File: config.mk
export PLATFORM = sky130hd
export DESIGN_NAME = rt_eoc_monitor
export DESIGN_NICKNAME = d
export VERILOG_FILES = /design/src/rtl/rt_eoc_monitor.sv
export SDC_FILE = /design/constraint.sdc
export NUM_CORES = 1
export LEC_CHECK = 0
export ABC_AREA = 1
export BUFFER_PORTS_ARGS = -buffer_cell sky130_fd_sc_hd__buf_2
export CELL_PAD_IN_SITES_DETAIL_PLACEMENT = 1
export CELL_PAD_IN_SITES_GLOBAL_PLACEMENT = 1
export CORE_UTILIZATION = 43
export CTS_CLUSTER_SIZE = 28
export DETAILED_ROUTE_END_ITERATION = 8
export PLACE_DENSITY = 0.83
export REMOVE_ABC_BUFFERS = 1
export SKIP_CTS_REPAIR_TIMING = 1
export SLEW_MARGIN = 10
export SYNTH_ARGS = -nofsm -noshare
export SYNTH_HDL_FRONTEND = slang
export SYNTH_SLANG_ARGS = --single-unit
File: constraint.sdc
create_clock -name clk -period 3.1 [get_ports clk]
set_input_delay 0.155 -clock clk [delete_from_list [all_inputs] [get_ports clk]]
set_output_delay 0.155 -clock clk [all_outputs]
set_load 0.1 [all_outputs]
File: src/rtl/rt_eoc_monitor.sv
// rt_eoc_monitor: multi-channel end-of-computation collector behind an OBI-style slave port.
// Define RT_EOC_MON_WATCHDOG_EN to build the heartbeat watchdog and the TIMEOUT state.
module rt_eoc_monitor #(
   parameter int unsigned NumCh    = 4,
   parameter int unsigned TimeoutW = 32,
   parameter int unsigned AddrW    = 8
) (
   input  logic                clk,
   input  logic                rst_n,
   input  logic                req_i,
   input  logic                we_i,
   input  logic [AddrW-1:0]    addr_i,
   input  logic [31:0]         wdata_i,
   output logic                gnt_o,
   output logic                rvalid_o,
   output logic [31:0]         rdata_o,
   output logic                err_o,
   input  logic [TimeoutW-1:0] timeout_cycles_i,
   output logic [NumCh-1:0]    ch_done_o,
   output logic                eoc_o,
   output logic                pass_o,
   output logic                fail_o,
   output logic                timeout_o,
   output logic                irq_o
);

   localparam int unsigned WaW = AddrW - 2;

   typedef enum logic [1:0] {
      IDLE    = 2'd0,
      RUN     = 2'd1,
      DONE    = 2'd2,
      TIMEOUT = 2'd3
   } state_e;

   state_e           state_q, state_d;
   logic [NumCh-1:0] mask_q, mask_d;
   logic [NumCh-1:0] done_q, done_d;
   logic [31:0]      code_q [NumCh];
   logic [31:0]      code_d [NumCh];
   logic [31:0]      cycles_q, cycles_d;
   logic             eoc_q, eoc_d;
   logic             pass_q, pass_d;
   logic             fail_q, fail_d;
   logic             irq_q, irq_d;
   logic             rvalid_q, rvalid_d;
   logic             err_q, err_d;
   logic [31:0]      rdata_q, rdata_d;

`ifdef RT_EOC_MON_WATCHDOG_EN
   logic [TimeoutW-1:0] wdog_q, wdog_d;
   logic                tmo_q, tmo_d;
   logic                heartbeat;
   logic                wdog_hit;
`else
   logic                unused_timeout;
`endif

   // address decode
   logic [WaW-1:0]   wa;
   logic             aligned;
   logic [NumCh-1:0] ch_sel;
   logic             is_exit, is_ctrl, is_status, is_cycles, addr_ok;
   logic [31:0]      rd_word;
   logic             start_req, clear_req, codes_ok;

   always_comb begin
      wa        = addr_i[AddrW-1:2];
      aligned   = (addr_i[1:0] == 2'b00);
      for (int unsigned i = 0; i < NumCh; i++) begin
         ch_sel[i] = aligned && (wa == WaW'(i));
      end
      is_exit   = |ch_sel;
      is_ctrl   = aligned && (wa == WaW'(16));
      is_status = aligned && (wa == WaW'(17));
      is_cycles = aligned && (wa == WaW'(18));
      addr_ok   = is_exit | is_ctrl | is_status | is_cycles;
   end

   always_comb begin
      rd_word = '0;
      for (int unsigned i = 0; i < NumCh; i++) begin
         if (ch_sel[i]) begin
            rd_word = code_q[i];
         end
      end
      if (is_ctrl) begin
         rd_word[8 +: NumCh] = mask_q;
      end
      if (is_status) begin
         rd_word[NumCh-1:0] = done_q;
         rd_word[16]        = eoc_q;
         rd_word[17]        = pass_q;
         rd_word[18]        = fail_q;
         rd_word[19]        = timeout_o;
         rd_word[21:20]     = state_q;
      end
      if (is_cycles) begin
         rd_word = cycles_q;
      end
   end

   always_comb begin
      state_d   = state_q;
      mask_d    = mask_q;
      done_d    = done_q;
      code_d    = code_q;
      cycles_d  = cycles_q;
      eoc_d     = eoc_q;
      pass_d    = pass_q;
      fail_d    = fail_q;
      irq_d     = 1'b0;
      rvalid_d  = req_i;
      rdata_d   = '0;
      err_d     = 1'b0;
      start_req = 1'b0;
      clear_req = 1'b0;
      codes_ok  = 1'b1;
`ifdef RT_EOC_MON_WATCHDOG_EN
      wdog_d    = wdog_q;
      tmo_d     = tmo_q;
      heartbeat = 1'b0;
      wdog_hit  = 1'b0;
`endif

      if (req_i) begin
         if (!addr_ok) begin
            err_d = 1'b1;
         end else if (!we_i) begin
            rdata_d = rd_word;
         end else if (is_ctrl) begin
            mask_d    = wdata_i[8 +: NumCh];
            start_req = wdata_i[0];
            clear_req = wdata_i[1];
         end else if (!is_exit) begin
            err_d = 1'b1;
         end else if (state_q != RUN) begin
            err_d = 1'b1;
         end else if (!wdata_i[31]) begin
`ifdef RT_EOC_MON_WATCHDOG_EN
            heartbeat = 1'b1;
`endif
         end else if ((done_q & ch_sel) != '0) begin
            err_d = 1'b1;
         end else begin
            done_d = done_q | ch_sel;
            for (int unsigned i = 0; i < NumCh; i++) begin
               if (ch_sel[i]) begin
                  code_d[i] = wdata_i;
               end
            end
         end
      end

      for (int unsigned i = 0; i < NumCh; i++) begin
         if (mask_d[i] && (code_d[i][30:0] != '0)) begin
            codes_ok = 1'b0;
         end
      end

      // Completion is judged on this cycle's write so DONE lands with the done bit.
      case (state_q)
         IDLE: begin
            if (start_req) begin
               state_d  = RUN;
               done_d   = '0;
               cycles_d = '0;
               for (int unsigned i = 0; i < NumCh; i++) begin
                  code_d[i] = '0;
               end
`ifdef RT_EOC_MON_WATCHDOG_EN
               wdog_d   = '0;
`endif
            end
         end
         RUN: begin
            cycles_d = (cycles_q == '1) ? cycles_q : cycles_q + 32'd1;
`ifdef RT_EOC_MON_WATCHDOG_EN
            if (heartbeat) begin
               wdog_d = '0;
            end else begin
               wdog_d = (wdog_q == '1) ? wdog_q : wdog_q + TimeoutW'(1);
            end
            wdog_hit = (timeout_cycles_i != '0) && (wdog_d == timeout_cycles_i);
`endif
            if ((done_d & mask_d) == mask_d) begin
               state_d = DONE;
               eoc_d   = 1'b1;
               pass_d  = codes_ok;
               fail_d  = !codes_ok;
               irq_d   = 1'b1;
            end
`ifdef RT_EOC_MON_WATCHDOG_EN
            else if (wdog_hit) begin
               state_d = TIMEOUT;
               eoc_d   = 1'b1;
               pass_d  = 1'b0;
               fail_d  = 1'b1;
               tmo_d   = 1'b1;
               irq_d   = 1'b1;
            end
`endif
         end
         default: ;
      endcase

      if (clear_req) begin
         state_d  = IDLE;
         done_d   = '0;
         cycles_d = '0;
         eoc_d    = 1'b0;
         pass_d   = 1'b0;
         fail_d   = 1'b0;
         irq_d    = 1'b0;
         for (int unsigned i = 0; i < NumCh; i++) begin
            code_d[i] = '0;
         end
`ifdef RT_EOC_MON_WATCHDOG_EN
         wdog_d   = '0;
         tmo_d    = 1'b0;
`endif
      end
   end

   always_ff @(posedge clk or negedge rst_n) begin
      if (!rst_n) begin
         state_q  <= IDLE;
         mask_q   <= '1;
         done_q   <= '0;
         for (int unsigned i = 0; i < NumCh; i++) begin
            code_q[i] <= '0;
         end
         cycles_q <= '0;
         eoc_q    <= 1'b0;
         pass_q   <= 1'b0;
         fail_q   <= 1'b0;
         irq_q    <= 1'b0;
         rvalid_q <= 1'b0;
         err_q    <= 1'b0;
         rdata_q  <= '0;
      end else begin
         state_q  <= state_d;
         mask_q   <= mask_d;
         done_q   <= done_d;
         code_q   <= code_d;
         cycles_q <= cycles_d;
         eoc_q    <= eoc_d;
         pass_q   <= pass_d;
         fail_q   <= fail_d;
         irq_q    <= irq_d;
         rvalid_q <= rvalid_d;
         err_q    <= err_d;
         rdata_q  <= rdata_d;
      end
   end

`ifdef RT_EOC_MON_WATCHDOG_EN
   always_ff @(posedge clk or negedge rst_n) begin
      if (!rst_n) begin
         wdog_q <= '0;
         tmo_q  <= 1'b0;
      end else begin
         wdog_q <= wdog_d;
         tmo_q  <= tmo_d;
      end
   end

   assign timeout_o = tmo_q;
`else
   assign unused_timeout = ^timeout_cycles_i;
   assign timeout_o      = 1'b0;
`endif

   assign gnt_o     = req_i;
   assign rvalid_o  = rvalid_q;
   assign rdata_o   = rdata_q;
   assign err_o     = err_q;
   assign ch_done_o = done_q;
   assign eoc_o     = eoc_q;
   assign pass_o    = pass_q;
   assign fail_o    = fail_q;
   assign irq_o     = irq_q;

endmodule
==> results.md, run 1 <==
- Status: finished with violations
- Failing checks: hold timing
- FMAX: 339 MHz
- Synth Area in Simple Gates: 32.6%
- Internal Power: 4.83 mW
- Commonest non-fill, non-tap cell in the layout: nand2_1
- Final hold vios: 1
- GRT Max-Usage Layer: met2
- Setup skew after layout: 9.00 ps
- Hold_ws: -3.87 ps
- Crit-path slowest cell: dfrtp_1
- Post-synthesis register bit count: around 210
- Slew @ Worst Pin: 750 ps
- First-pass GRT wire length: ~64000 microns
- Post-synth top area share: 45.1%
- Dominant synthesized flop cell: dfrtp_1
- Net Sw Frac: between 20 and 30%
- IO Pins: 120
- Avg WL per Cell: 20.6 microns
- Post-Synth Adder-Cell Area: 0.111%
- Vias: roughly 11000
- Cells after Synth: roughly 1600
- EDFF count, synth: 0
- Post-synthesis async set-or-reset flop share: between 90% and 100%
- CTS Root Cell: clkbuf_16
- Drt first pass iters: 5
- Htree depth: 1
- Met3 global-route usage: under 10%
- Total gr overflow: 0
- Sw Pwr: 2.06 mW
- Tot Pwr: 6.89 mW
- Met1 Track Usage GR: 40.8%
- Sequential element share of the synthesized area: 46.0%
- Largest family of logic cells by synthesized area: simple AND/OR/NAND/NOR gates
- Largest net degree at the start of global routing: 80
- Clk pwr share: 43.8%
- Hold Crit Class: in2reg
- Max-cap violations: 0
- Vias in the first global route: 11450
- CP arrival: approximately 3400 ps
- Leakage power: 7.09 nW
- Clk_lat worst skew: 530 ps
- Placed Cells: approximately 2000
- Most used cell, CP: nand2_1
- FP Rows: 59
- Vias per cell: ~5.5
- Sink Count: 208
- Chip width: 164 microns
- Combinational Power Share: between 15 and 20%
- Slew HR: 49.9%
- Fin. max-slew vios: 0
- Tmin final: 2950 ps
- Post-Syn Area: 11300 sq um
- DIE AREA: 27000 sq um
- Worst path max stage delay: 460 ps
- Routed Antenna Nets: 0
- Yosys cell types: 48
- Core area: approximately 26000 sq um
- All-Layer GR Usage: 31.5%
- Unrepaired setup endpoints after global routing: no
- DRT iter0 DRCs: 916
- Synth warn: 0
- Initial antenna violation count: 1
- Top post-synthesis cells by area: dfrtp_1 45%, nand2_1 14%, nor2_1 8.0%
- Compound-Gate Fraction of Synth Area: approximately a tenth
- Peak supply drop: 0.000506 V
- Nets@finish: 1745
- Post-synth top area cell: dfrtp_1
- DRC violations left: 0
- Startpoint Class: flip-flop
- Critical path capture point type: flip-flop
- Reg clk slew, reported paths: 60 ps
- Largest fanout on the critical path: 15
- Count of final setup violators: 0
- Clock buffer depth: 3
- Synth Area per Inst: 7.24 sq um
- Number of port buffers: 86
- Setup CP Type: reg2reg
- Post-Route WL: 41600 microns
- Mux cell area share after synthesis: 0%
- Most frequent cells in the layout: 419 x nand2_1, 237 x nor2_1, 221 x inv_1, 204 x dfrtp_1, 125 x nand3_1
- Met2 Use GR: 53.0%
- Die Ht: ~160 microns
- Pwr/cell area: 520 nW/um^2
- Starting density of the core: about 44%
- Seq pwr share: 40.6%
- Fraction of layout cells with a size suffix above 1: 14.3%
- DP HPWL: 29400 microns
- Fin cells: about 2000
- Crit path cell chain: nand3_1 > nand2_1 > nor2_2 > nand2_2 > inv_1 > nand3_2 > buf_4 > nand2_1 > nand2_1 > nand2_1 > nor2_1 > nand2_1 > nor2_1 > nand2_1 > nand2_1 > nand2_1 > nor2_1 > nand2_1 > nand2_1
- GP Congestion: 0.894
- CTS Buf Count: 25
- Xor/xnor cell area share of the yosys netlist: 0.155%
- Fin crit share: a little over nine tenths
- CTS tree: built
- CP required: 3530 ps
- Syn-to-layout area delta: 17.2%
==> Yosys cell counts, types with 10 or more instances <==
master,count
inv_1,221
a211oi_1,12
nand2_1,419
nor2_1,241
dfrtp_1,204
clkbuf_1,28
buf_4,12
a21oi_1,66
nor2_4,10
o21ai_0,33
nand4_1,12
nand3_1,125
buf_2,24
nor3_1,24
o22ai_1,20
a221oi_1,22
==> power by group through the flow <==
stage | registers [mW] | logic [mW] | clock network [mW]
after floorplan | 2.84 | 0.496 | 0
after global placement | 2.84 | 1.03 | 0
after detailed placement | 2.84 | 1.04 | 0
after CTS | 2.80 | 1.05 | 3.06
after global routing | 2.80 | 1.13 | 3.17
final | 2.80 | 1.07 | 3.02
==> final timing paths <==
path	startpoint	endpoint	slack [ps]	depth (start not counted)
max in group asynchronous	rst_n	rdata_o[13]$_DFF_PN0_	1920	3
min in group asynchronous	rst_n	cycles_q[26]$_DFFE_PN0P_	190	2
hold / removal	wdata_i[23]	code_q[55]$_DFF_PN0_	-4	3
hold reg to reg	code_q[31]$_DFF_PN0_	code_q[31]$_DFF_PN0_	520	2
setup reg to reg	ch_done_o[2]$_DFF_PN0_	pass_o$_DFFE_PN0P_	150	19
setup / recovery	ch_done_o[2]$_DFF_PN0_	pass_o$_DFFE_PN0P_	150	19
==> worst max-delay path: cells and delay by family (launching register included) <==
kind | cells | cell delay, ps
buffers and inverters | 2 | 480
flip-flops | 1 | 460
AND/OR/NAND/NOR | 17 | 1910
==> sequential cells by signal (all words and copies together), names as in the netlist <==
signal     flops
code_q       128
cycles_q      32
rdata_o       32
ch_done_o      4
mask_q         4
state_q        2
eoc_o          1
err_o          1
fail_o         1
irq_o          1
pass_o         1
rvalid_o       1
==> cell type report <==
cell class,count,area [sq um]
inverters,227,855
fillers,3296,12600
clock inverters,10,104
repair buffers,149,1020
well taps,335,419
flip-flops and latches,208,5210
diodes,1,2.50
multi-input cells,1057,4920
clock buffers,36,737
==> stage by stage <==
| stage | TNS, ps | area [sq um] | hold WS, ps | worst slack (ps) | utilization (%) |
|---|---|---|---|---|---|
| floorplan | -15040 | 11000 | -141 | -980 | - |
| global placement | 0 | 12300 | 189 | 240 | 47.7 |
| detailed placement | 0 | 12300 | 190 | 156 | 47.7 |
| CTS | 0 | 13200 | -367 | 167 | 50.9 |
| global route | 0 | 13300 | 19.9 | 39.2 | 51.2 |
| finish | 0 | 13300 | -3.87 | 154 | 51.2 |
==> layer usage <==
metal | part of all wire, % | vias up | routed length (microns)
met5 | 0 | - | 0
met4 | 3.2 | 0 | 1340
met3 | 6.4 | 89 | 2650
met2 | 49 | 377 | 20200
met1 | 42 | 5514 | 17400
li1 | - | 5151 | -
==> logic make-up after synthesis <==
| logic type | after synthesis |
|---|---|
| simple gates | 865 |
| buf+inv | 299 |
| flops | 208 |
| compound gates | 188 |
| xor+xnor | 2 |
| fa+ha+maj | 1 |
| other cells | 1 |
(Power assumes the default switching activity.)
==> run 2: changes to the inputs <==
--- a/config.mk
+++ b/config.mk
@@ -9,6 +9,7 @@
 export BUFFER_PORTS_ARGS = -buffer_cell sky130_fd_sc_hd__buf_2
 export CELL_PAD_IN_SITES_DETAIL_PLACEMENT = 1
 export CELL_PAD_IN_SITES_GLOBAL_PLACEMENT = 1
+export CORE_ASPECT_RATIO = 2
 export CORE_UTILIZATION = 43
 export CTS_CLUSTER_SIZE = 28
 export DETAILED_ROUTE_END_ITERATION = 8
==> results.md, run 2 (same netlist as run 1, synthesis figures left out) <==
- Crit-path slowest cell: dfrtp_1
- Largest fanout on the critical path: 10 (-5)
- Clk_lat worst skew: 520 ps (about the same)
- Fraction of layout cells with a size suffix above 1: 14.2% (-0.17 points)
- CTS Root Cell: clkbuf_16
- Startpoint Class: flip-flop
- Post-Route WL: 41300 microns (-0.80%)
- DRC violations left: 0 (unchanged)
- Net Sw Frac: 30.1% (+0.17 points)
- FP Rows: 83 (+41%)
- CP required: 3560 ps (+30 ps)
- Htree depth: 1 (unchanged)
- Pwr/cell area: 492 nW/um^2 (-5.4%)
- Clk pwr share: 41.0% (-2.8 points)
- Largest net degree at the start of global routing: 98 (+23%)
- Status: complete, no violations
- Die Ht: 231 microns (+41%)
- Reg clk slew, reported paths: 60 ps (about the same)
- CP bufs+invs: 4 (+2)
- Number of port buffers: 86 (unchanged)
- Most frequent cells in the layout: 419 x nand2_1, 237 x nor2_1, 221 x inv_1, 204 x dfrtp_1, 125 x nand3_1
- Fillers: 3369 (+2.2%)
- Tot Pwr: 6.49 mW (-5.9%)
- Unrepaired setup endpoints after global routing: no
- Sw Pwr: 1.95 mW (-5.4%)
- DRT iter0 DRCs: 660 (-28%)
- Most flop-heavy register: code_q
- Starting density of the core: 44.0% (+0.27 points)
- Vias per cell: 5.55 (+0.82%)
- Syn-to-layout area delta: 16.5%
- Top delay family on crit path: simple AND/OR/NAND/NOR gates
- Chip width: 117 microns (-29%)
- All-Layer GR Usage: 32.1% (+0.62 points)
- Setup CP Type: reg2reg
- TNS Setup: 0 ps (unchanged)
- Met2 Use GR: 57.4% (+4.3 points)
- Hold_ws: 33.9 ps (+37.8 ps)
- CTS Buf Count: 21 (-16%)
- FMAX: 341 MHz (+0.50%)
- Final Core Density: 51.2% (about the same)
- Commonest non-fill, non-tap cell in the layout: nand2_1
- Met3 global-route usage: 4.18% (-0.56 points)
- Crit path cell chain: inv_1 > nor2_2 > inv_1 > nor2_1 > nand2_2 > nor2_8 > buf_4 > nand2_4 > buf_4 > o21ai_2 > nand2_1 > nor2_1 > nand2_1 > nor2_1 > nand2_1 > nand2_1 > nand2_1 > nor2_1 > nand2_1 > nand2_1
- Worst path max stage delay: 390 ps (-70 ps)
- Most used cell, CP: nand2_1
- Final hold vios: 0 (-1)
- Routed Antenna Nets: 0 (unchanged)
- Count of final setup violators: 0 (unchanged)
- Avg WL per Cell: 20.4 microns (-0.95%)
- Initial antenna violation count: 0 (-1)
- Fin. max-slew vios: 0 (unchanged)
- Vias: 11239 (+0.97%)
- Slew @ Worst Pin: 800 ps (+50.1 ps)
- Critical path capture point type: flip-flop
- Nets@finish: 1749 (+0.23%)
- First-pass GRT wire length: 65100 microns (+1.3%)
- Tmin final: 2930 ps (-14.6 ps)
- Total gr overflow: 0 (unchanged)
- Leakage power: 7.04 nW (-0.63%)
- Combinational Power Share: 16.0% (+0.4 points)
- Clock buffer depth: 3 (unchanged)
- Drt first pass iters: 6 (+1)
- Met1 Track Usage GR: 35.5% (-5.4 points)
- Seq pwr share: 43.0% (+2.4 points)
- GP Congestion: 0.930 (+4.0%)
- Slew HR: 46.7% (-3.2 points)
- Sink Count: 208 (unchanged)
- Max reg flops: 128 (unchanged)
- GRT Max-Usage Layer: met2
- IO Pins: 120 (unchanged)
- Max-cap violations: 0 (unchanged)
- DIE AREA: 27000 sq um (+0.15%)
- Fin crit share: 94.5% (-0.47 points)
- CP arrival: 3390 ps (about the same)
- Setup skew after layout: 9.14 ps (+0.141 ps)
- DP HPWL: 29700 microns (+1.2%)
- Diode count: 0 (-1)
- Core area: 25800 sq um (-0.60%)
- Internal Power: 4.53 mW (-6.1%)
- Vias in the first global route: 12203 (+6.6%)
- Peak supply drop: 0.000369 V (-27%)
- CTS tree: built
- Hold Crit Class: in2reg
## run 2: worst paths after layout
path	start	endpoint	slack (ps)	depth (start not counted)
max	state_q[0]$_DFFE_PN0P_	pass_o$_DFFE_PN0P_	170	20
min	wdata_i[23]	code_q[55]$_DFF_PN0_	30	3
max reg2reg	state_q[0]$_DFFE_PN0P_	pass_o$_DFFE_PN0P_	170	20
min reg2reg	eoc_o$_DFFE_PN0P_	eoc_o$_DFFE_PN0P_	530	2
max in group asynchronous	rst_n	cycles_q[28]$_DFFE_PN0P_	1840	3
min in group asynchronous	rst_n	code_q[39]$_DFF_PN0_	240	2
## run 2: final cells by class
cell class,count,area [sq um],area share (%)
timing repair buffer,157,1090,8.25
sequential,208,5210,39.5
inverter,227,855,6.48
clock inverter,5,77.6,0.588
clock buffer,32,617,4.68
tap,340,425,3.22
multi-input combinational,1057,4920,37.3
## run 2: metal layers
layer / vias to the layer above / share of wire (%) / routed length, microns
met5: - / 0 / 0
met4: 0 / 5.7 / 2340
met3: 132 / 4.5 / 1860
met1: 5608 / 37 / 15200
met2: 350 / 53 / 21800
li1: 5149 / - / -
## run 2: tightest hold or removal path: stages
cell,delay [ps]
buf_2,110
o21ai_0,130
nor2_1,120
## run 2: metrics by stage
step / std cells / setup slack [ps] / instance area (sq um)
detailed placement: 1978 / 72.6 / 12400
floorplan: 1492 / -980 / 11000
finish: 2026 / 169 / 13200
global placement: 1978 / 169 / 12400
global route: 2026 / 7.86 / 13200
CTS: 2015 / 42.4 / 13100
## run 2: power groups by stage
| stage | logic (mW) | clock network, mW | registers [mW] |
|---|---|---|---|
| finish | 1.04 | 2.66 | 2.79 |
| global route | 1.12 | 2.78 | 2.80 |
| CTS | 1.02 | 2.69 | 2.79 |
| detailed placement | 1.03 | 0 | 2.84 |
| global placement | 1.00 | 0 | 2.84 |
| floorplan | 0.496 | 0 | 2.84 |
